`src/rtl/mul8_pkg.sv`:
```
// Shared types and constants for the sequential 8x8 shift-add multiplier.
package mul8_pkg;

    localparam int OP_W   = 8;
    localparam int PROD_W = 16;
    localparam int STEPS  = 8;
    localparam int CNT_W  = 3;

    localparam logic [CNT_W-1:0] LAST_STEP = CNT_W'(STEPS - 1);

    typedef enum logic [1:0] {
        IDLE = 2'd0,
        BUSY = 2'd1,
        DONE = 2'd2
    } state_e;

endpackage

```
`src/rtl/csa8.sv`:
```
// 8-bit carry-select adder: ripple low nibble, precomputed high nibble for both carries.
module csa8 (
    input  logic [7:0] a,
    input  logic [7:0] b,
    input  logic       cin,
    output logic [7:0] sum,
    output logic       cout
);

    logic [4:0] lo;
    logic [4:0] hi0;
    logic [4:0] hi1;

    assign lo  = {1'b0, a[3:0]} + {1'b0, b[3:0]} + {4'b0000, cin};
    assign hi0 = {1'b0, a[7:4]} + {1'b0, b[7:4]};
    assign hi1 = {1'b0, a[7:4]} + {1'b0, b[7:4]} + 5'd1;

    assign sum  = {(lo[4] ? hi1[3:0] : hi0[3:0]), lo[3:0]};
    assign cout = lo[4] ? hi1[4] : hi0[4];

endmodule

```
`src/rtl/mul8_seq.sv`:
```
// Sequential unsigned 8x8->16 multiplier, one partial-product add per cycle on csa8,
// with valid/ready handshakes on operand and result sides.
//
// state | meaning
// IDLE  | waiting for an operand pair, in_ready high
// BUSY  | eight shift-add steps in progress
// DONE  | product presented, waiting for out_ready
module mul8_seq
    import mul8_pkg::*;
(
    input  logic              clk,
    input  logic              rst_n,
    input  logic              in_valid,
    output logic              in_ready,
    input  logic [OP_W-1:0]   a,
    input  logic [OP_W-1:0]   b,
    output logic              out_valid,
    input  logic              out_ready,
    output logic [PROD_W-1:0] product
);

    state_e              state_q;
    logic [OP_W-1:0]     mcand_q;
    logic [OP_W-1:0]     acc_hi_q;
    logic [OP_W-1:0]     acc_lo_q;
    logic [CNT_W-1:0]    count_q;
    logic                in_ready_q;
    logic                out_valid_q;
    logic [PROD_W-1:0]   product_q;

    logic [OP_W-1:0]     addend;
    logic [OP_W-1:0]     sum;
    logic                cout;
    logic [PROD_W-1:0]   acc_d;

    assign addend = acc_lo_q[0] ? mcand_q : '0;

    csa8 u_csa8 (
        .a    (acc_hi_q),
        .b    (addend),
        .cin  (1'b0),
        .sum  (sum),
        .cout (cout)
    );

    // Adder carry enters at the MSB so the 17-bit partial sum is never truncated.
    assign acc_d = {cout, sum, acc_lo_q[OP_W-1:1]};

    always_ff @(posedge clk or negedge rst_n) begin
        if (!rst_n) begin
            state_q     <= IDLE;
            mcand_q     <= '0;
            acc_hi_q    <= '0;
            acc_lo_q    <= '0;
            count_q     <= '0;
            in_ready_q  <= 1'b1;
            out_valid_q <= 1'b0;
            product_q   <= '0;
        end else begin
            case (state_q)
                IDLE: begin
                    if (in_valid && in_ready_q) begin
                        mcand_q    <= a;
                        acc_lo_q   <= b;
                        acc_hi_q   <= '0;
                        count_q    <= '0;
                        in_ready_q <= 1'b0;
                        state_q    <= BUSY;
                    end
                end
                BUSY: begin
                    {acc_hi_q, acc_lo_q} <= acc_d;
                    count_q              <= count_q + 1'b1;
                    if (count_q == LAST_STEP) begin
                        product_q   <= acc_d;
                        out_valid_q <= 1'b1;
                        state_q     <= DONE;
                    end
                end
                DONE: begin
                    if (out_valid_q && out_ready) begin
                        out_valid_q <= 1'b0;
                        in_ready_q  <= 1'b1;
                        state_q     <= IDLE;
                    end
                end
                default: begin
                    out_valid_q <= 1'b0;
                    in_ready_q  <= 1'b1;
                    state_q     <= IDLE;
                end
            endcase
        end
    end

    assign in_ready  = in_ready_q;
    assign out_valid = out_valid_q;
    assign product   = product_q;

endmodule

```
`config.mk`:
```
export PLATFORM = sky130hd
export DESIGN_NAME = mul8_seq
export DESIGN_NICKNAME = d
export VERILOG_FILES = /design/src/rtl/mul8_pkg.sv /design/src/rtl/csa8.sv /design/src/rtl/mul8_seq.sv
export SDC_FILE = /design/constraint.sdc
export NUM_CORES = 1
export LEC_CHECK = 0
export CORE_ASPECT_RATIO = 1.25
export CORE_MARGIN = 4
export CORE_UTILIZATION = 35
export CTS_CLUSTER_SIZE = 25
export DETAILED_ROUTE_END_ITERATION = 7
export PLACE_DENSITY = 0.58
export REMOVE_ABC_BUFFERS = 1
export SLEW_MARGIN = 20
export SYNTH_ARGS = -nofsm -noshare
export SYNTH_HDL_FRONTEND = slang
export SYNTH_SLANG_ARGS = --single-unit
```
`constraint.sdc`:
```
create_clock -name clk -period 3.75 [get_ports clk]
set_input_delay 0.75 -clock clk [delete_from_list [all_inputs] [get_ports clk]]
set_output_delay 0.75 -clock clk [all_outputs]
set_load 0.03 [all_outputs]
```
==> Word level (Yosys, flattened, before mapping) <==
Index checks and enable logic that the tools add are counted.
{ "totals": {"ff_bits": 47, "wordCells": 49} }
{ "op_classes": {"n_addsub": 4, "n_eq_ne": 6, "n_mux": 19, "n_bitwise": 2, "reduce_logical": 10} }
{ "op_table": {"columns": ["op", "n"], "rows": [
  ["case mux 8 bit (2 select lines)", 2],
  ["2-to-1 mux 8 bit", 3],
  ["adder 4 x 4 -> 5 bit", 2],
  ["AND reduction 3 bit", 3],
  ["2-to-1 mux 2 bit", 3],
  ["inequality test 2 bit (second input constant)", 3],
  ["case mux 1 bit (3 select lines)", 2],
  ["case mux 2 bit (3 select lines)", 1],
  ["case mux 3 bit (2 select lines)", 1],
  ["AND reduction 2 bit", 3],
  ["adder 5 x 1 -> 5 bit (second input constant)", 1],
  ["2-to-1 mux 1 bit", 5],
  ["2-to-1 mux 4 bit", 1],
  ["adder 3 x 1 -> 3 bit (second input constant)", 1],
  ["equality test 3 bit (second input constant)", 1],
  ["2-to-1 mux 3 bit", 1],
  ["equality test 2 x 1 -> 1 bit (second input constant)", 1],
  ["equality test 2 bit (second input constant)", 1],
  ["logical AND 1 bit", 2],
  ["logical NOT 2 bit", 1],
  ["inverter 1 bit", 2],
  ["nonzero test 2 bit", 1]
]} }

==> Longest topological paths before layout <==
{ "depth": {"ltp_word": 5, "ltp_mapped": 8, "mapped_depth_nobuf": 8} }

==> Cells and area by module <==
A second synthesis with hierarchy kept.
{ "hier_totals": {"hier_cells": 208, "hier_area_um2": 2407.3} }
{ "modules_own_cells": {"columns": ["mod", "instances", "cells_per_inst", "area_per_inst_um2"], "rows": [
  ["mul8_seq", 1, 161, 2025.7],
  ["csa8", 1, 47, 381.6]
]} }

==> Worst setup path before layout <==
No wires, ideal clock.
{ "synth_path": {"path_type": "reg-to-reg", "start": "reg acc_lo_q[0]", "end": "reg acc_hi_q[6]", "setup_time_ps": 87, "t_arrival_ps": 2024, "t_required_ps": 3663, "slack_ps": 1640, "stages_incl_launch_ff": 8, "path_cell_list": "dfrtp_1 and2_1 ha_1 fa_1 xor2_1 and3_4 a2111o_1 o211ai_1"} }
{ "synth_via": {"elab_chain_len": 5, "word_cells_on_any_way": 6, "classes_between": "add/sub (3); mux (3)"} }
{ "synth_rtl": {"columns": ["element", "line_no", "text"], "rows": [
  ["from (decl)", "mul8_seq.sv:25", "logic [OP_W-1:0] acc_lo_q;"],
  ["from (signal assigned)", "mul8_seq.sv:54", "acc_lo_q <= '0;"],
  ["from (signal assigned)", "mul8_seq.sv:64", "acc_lo_q <= b;"],
  ["from (signal assigned)", "mul8_seq.sv:72", "{acc_hi_q, acc_lo_q} <= acc_d;"],
  ["2-to-1 mux 8 bit *", "mul8_seq.sv:36", "assign addend = acc_lo_q[0] ? mcand_q : '0;"],
  ["adder 4 x 4 -> 5 bit", "csa8.sv:15, csa8.sv:16", null],
  ["adder 5 x 1 -> 5 bit", "csa8.sv:16", "assign hi1 = {1'b0, a[7:4]} + {1'b0, b[7:4]} + 5'd1;"],
  ["2-to-1 mux 4 bit *", "csa8.sv:18", "assign sum = {(lo[4] ? hi1[3:0] : hi0[3:0]), lo[3:0]};"],
  ["case mux 8 bit (2 select lines) *", "mul8_seq.sv:60", "case (state_q)"],
  ["to (signal assigned)", "mul8_seq.sv:53", "acc_hi_q <= '0;"],
  ["to (signal assigned)", "mul8_seq.sv:65", "acc_hi_q <= '0;"],
  ["to (signal assigned)", "mul8_seq.sv:72", null],
  ["to (decl)", "mul8_seq.sv:24", "logic [OP_W-1:0] acc_hi_q;"]
]} }
Mark *: on every way between the ends. The rest lies on a longest branch, timed or not.
A chain may end at the register's enable or synchronous reset.

==> Worst setup path in the final report <==
{ "layout_path": {"start": "reg acc_lo_q[0]", "end": "reg acc_hi_q[4]"} }
Same word-level chain as after synthesis.

==> flow_summary.json <==
{
  "status": "finished clean",
  "ir_drop_mv": 0.299,
  "finalSetupViolCount": 0,
  "fill_cells": 659,
  "insertedDiodeCount": 0,
  "ctsResizeCount": 0,
  "ys_ff_latch": 47,
  "fin_skew_ps": 2.94,
  "dp_hpwl_um": 3280,
  "dieArea_um2": 8270,
  "firstDrtPassIters": 4,
  "placed_area_um2": 2840,
  "route.vias.total": 1714,
  "rows": 33,
  "power_leakage_nw": 1.28,
  "fmax_mhz": 428,
  "synth_top_area_share_pct": 47.9,
  "critPathRequiredTime_ps": 3910,
  "synth_area_um2": 2400,
  "drt_iter0_drc": 56,
  "critPathMaxFanout": 9,
  "slew_violations": 0,
  "avgSynthCellArea_um2": 10.9,
  "combPwrFrac_pct": 39.2,
  "antenna_found_initial": 0,
  "io_pins": 38,
  "synthMuxAreaShare_pct": 11.2,
  "grt_max_degree": 48,
  "core-area_um2": 6610,
  "seqPwrFrac_pct": 43.5,
  "synth_top_family_by_area": "compound AO/OA/AOI/OAI gates",
  "yosys.area_share.adder_pct": 7.39,
  "gp_congestion": 0.757,
  "arrival_ps": 2500,
  "power.switching_mw": 0.696,
  "synth_xor_area_share_pct": 2.19,
  "synth_edf_count": 0,
  "clock_sinks": 47,
  "layout_common_cells": "dfrtp_1, clkdlybuf4s50_1, nand2_1, mux2_2",
  "power_density_nw_per_um2": 638,
  "p_int_mw": 1.17,
  "cts_tree": "built",
  "yosys.area_share.simple_pct": 12.2,
  "synth_flop_cell": "dfrtp_1",
  "nets": 289,
  "clk_pin_slew_ps": 90,
  "port_buffers": 37,
  "fin_ws_ps": 1410,
  "grt_pass1_vias": 1747,
  "clock_path_buffers": 2,
  "hold_viol": 0,
  "ys_async_sr_fraction_pct": 100,
  "hold_ws_ps": 437,
  "layout-drive-gt1-share_pct": 12.1,
  "syn_inst": 220,
  "hold_class": "input pin to asynchronous set/reset pin",
  "htree_levels": 2,
  "grt_pass1_wl_um": 8420,
  "drc": 0,
  "synth-warning-count": 0,
  "synth.top_cells.by_area": "dfrtp_1, mux2_2, ha_1",
  "initial_core_util_pct": 36.4,
  "post-route-util_pct": 44.4,
  "post_cts_buffers": 0,
  "wl_per_cell_um": 13.8,
  "tightestPinTransition_ps": 824,
  "yosysSeqAreaShare_pct": 49.0,
  "vias_per_cell": 4.98,
  "dp_slack_ps": 1400,
  "clkPwrFrac_pct": 17.4,
  "postRouteAntennaNets": 0,
  "fin_area_um2": 2930,
  "fin_setup_tns_ps": 0,
  "sw_frac_of_total_pct": 37.2,
  "layout_min_cycle_time_ps": 2340,
  "clkLatencyLatePin_ps": 300,
  "routed_wirelength_um": 4730,
  "ys_types": 40,
  "yosys.area.top_type": "dfrtp_1",
  "rsz0062_at_grt": "no",
  "worst-setup-path-type": "flop to flop",
  "holdBufCountCts": 0,
  "overflow": 0,
  "area_delta_synth_final_pct": 21.9,
  "grt_usage_pct": 13.0,
  "die_x_um": 82.1,
  "fin_crit_sh_pct": 62.4,
  "ctsRootBufferMaster": "clkbuf_8",
  "cts_buffers": 5,
  "cp-start-kind": "flop",
  "relSlewSlack_pct": 45.1,
  "final_common_cell": "dfrtp_1",
  "drv_cap": 0,
  "die_y_um": 101,
  "synth_compound_gate_area_share_pct": 14.4,
  "worst_setup_path_end_kind": "flop"
}
-- worst paths after layout --
path,startpoint,to,slack [ps],cells past startpoint
worst max-delay path,acc_lo_q[0]$_DFFE_PN0P_,acc_hi_q[4]$_DFFE_PN0P_,1410,8
worst min-delay path,rst_n,product[2]$_DFFE_PN0P_,440,1
worst max register to register,acc_lo_q[0]$_DFFE_PN0P_,acc_hi_q[4]$_DFFE_PN0P_,1410,8
worst min register to register,in_ready$_DFFE_PN1P_,in_ready$_DFFE_PN1P_,480,2
max in group asynchronous,rst_n,acc_hi_q[3]$_DFFE_PN0P_,2920,1
min in group clk,in_ready$_DFFE_PN1P_,in_ready$_DFFE_PN1P_,480,2
-- cells in the mapped netlist, types with 2 or more instances --
cell and count:
ha_1 11, dfrtp_1 46, o2111ai_1 2, mux2i_1 9
o21ai_1 8, o21ai_0 11, a21oi_1 8, nor2_1 4
xor2_1 3, a211o_1 2, nand3_1 5, clkbuf_1 5
mux2_2 16, nand2b_1 3, a2111o_1 2, o22ai_1 6
a211oi_1 3, nand2_1 33, a21o_1 3, xnor2_1 3
fa_1 2, inv_1 6, buf_6 2, and2_1 8
buf_2 3, nand4_1 2
-- power by group through the flow --
| stage | sequential (mW) | clock [mW] | combinational (mW) |
|---|---|---|---|
| after floorplan | 0.915 | 0 | 0.377 |
| after global placement | 0.825 | 0 | 0.734 |
| after detailed placement | 0.826 | 0 | 0.739 |
| after CTS | 0.817 | 0.330 | 0.742 |
| after global routing | 0.844 | 0.349 | 0.813 |
| final | 0.813 | 0.324 | 0.732 |
-- critical path, stage by stage (launching register included) --
cell,delay [ps]
dfrtp_1,500
and2_1,170
ha_1,150
inv_1,50
fa_1,390
nand2b_1,240
a21oi_2,340
mux2i_1,250
o22ai_1,90
-- per-layer routing --
| layer | wire length (um) | global-route usage (%) | vias up |
|---|---|---|---|
| li1 | - | - | 855 |
| met1 | 2180 | 17.7 | 826 |
| met2 | 2310 | 20.4 | 28 |
| met3 | 180 | 2.95 | 5 |
| met4 | 63 | 4.09 | 0 |
| met5 | 0 | 0 | - |
-- cells by family after synthesis --
group / count (synthesis)
simple gates: 61
mux: 25
compound gates: 51
flops: 47
xor+xnor: 6
buf+inv: 17
fa+ha+maj: 13
-- sequential cells by signal, indices dropped and copies added (netlist names) --
name / cells
in_ready: 1
out_valid: 1
acc_lo_q: 8
state_q: 2
product: 16
count_q: 3
acc_hi_q: 8
mcand_q: 8
-- layout make-up --
class	instances	area, um^2	area share [%]
Multi-Input combinational cell	156	1140	38.9
Inverter	6	22.5	0.769
Clock buffer	7	86.3	2.95
Clock inverter	1	5.00	0.171
Timing Repair Buffer	40	390	13.3
Sequential cell	47	1180	40.2
Tap cell	87	109	3.71
-- per-stage QoR --
stage                     cells  total power [mW]
after floorplan             209              1.29
after global placement      336              1.56
after detailed placement    336              1.56
after CTS                   344              1.89
after global routing        344              2.01
final                       344              1.87
Power figures use the tool's default switching activity.
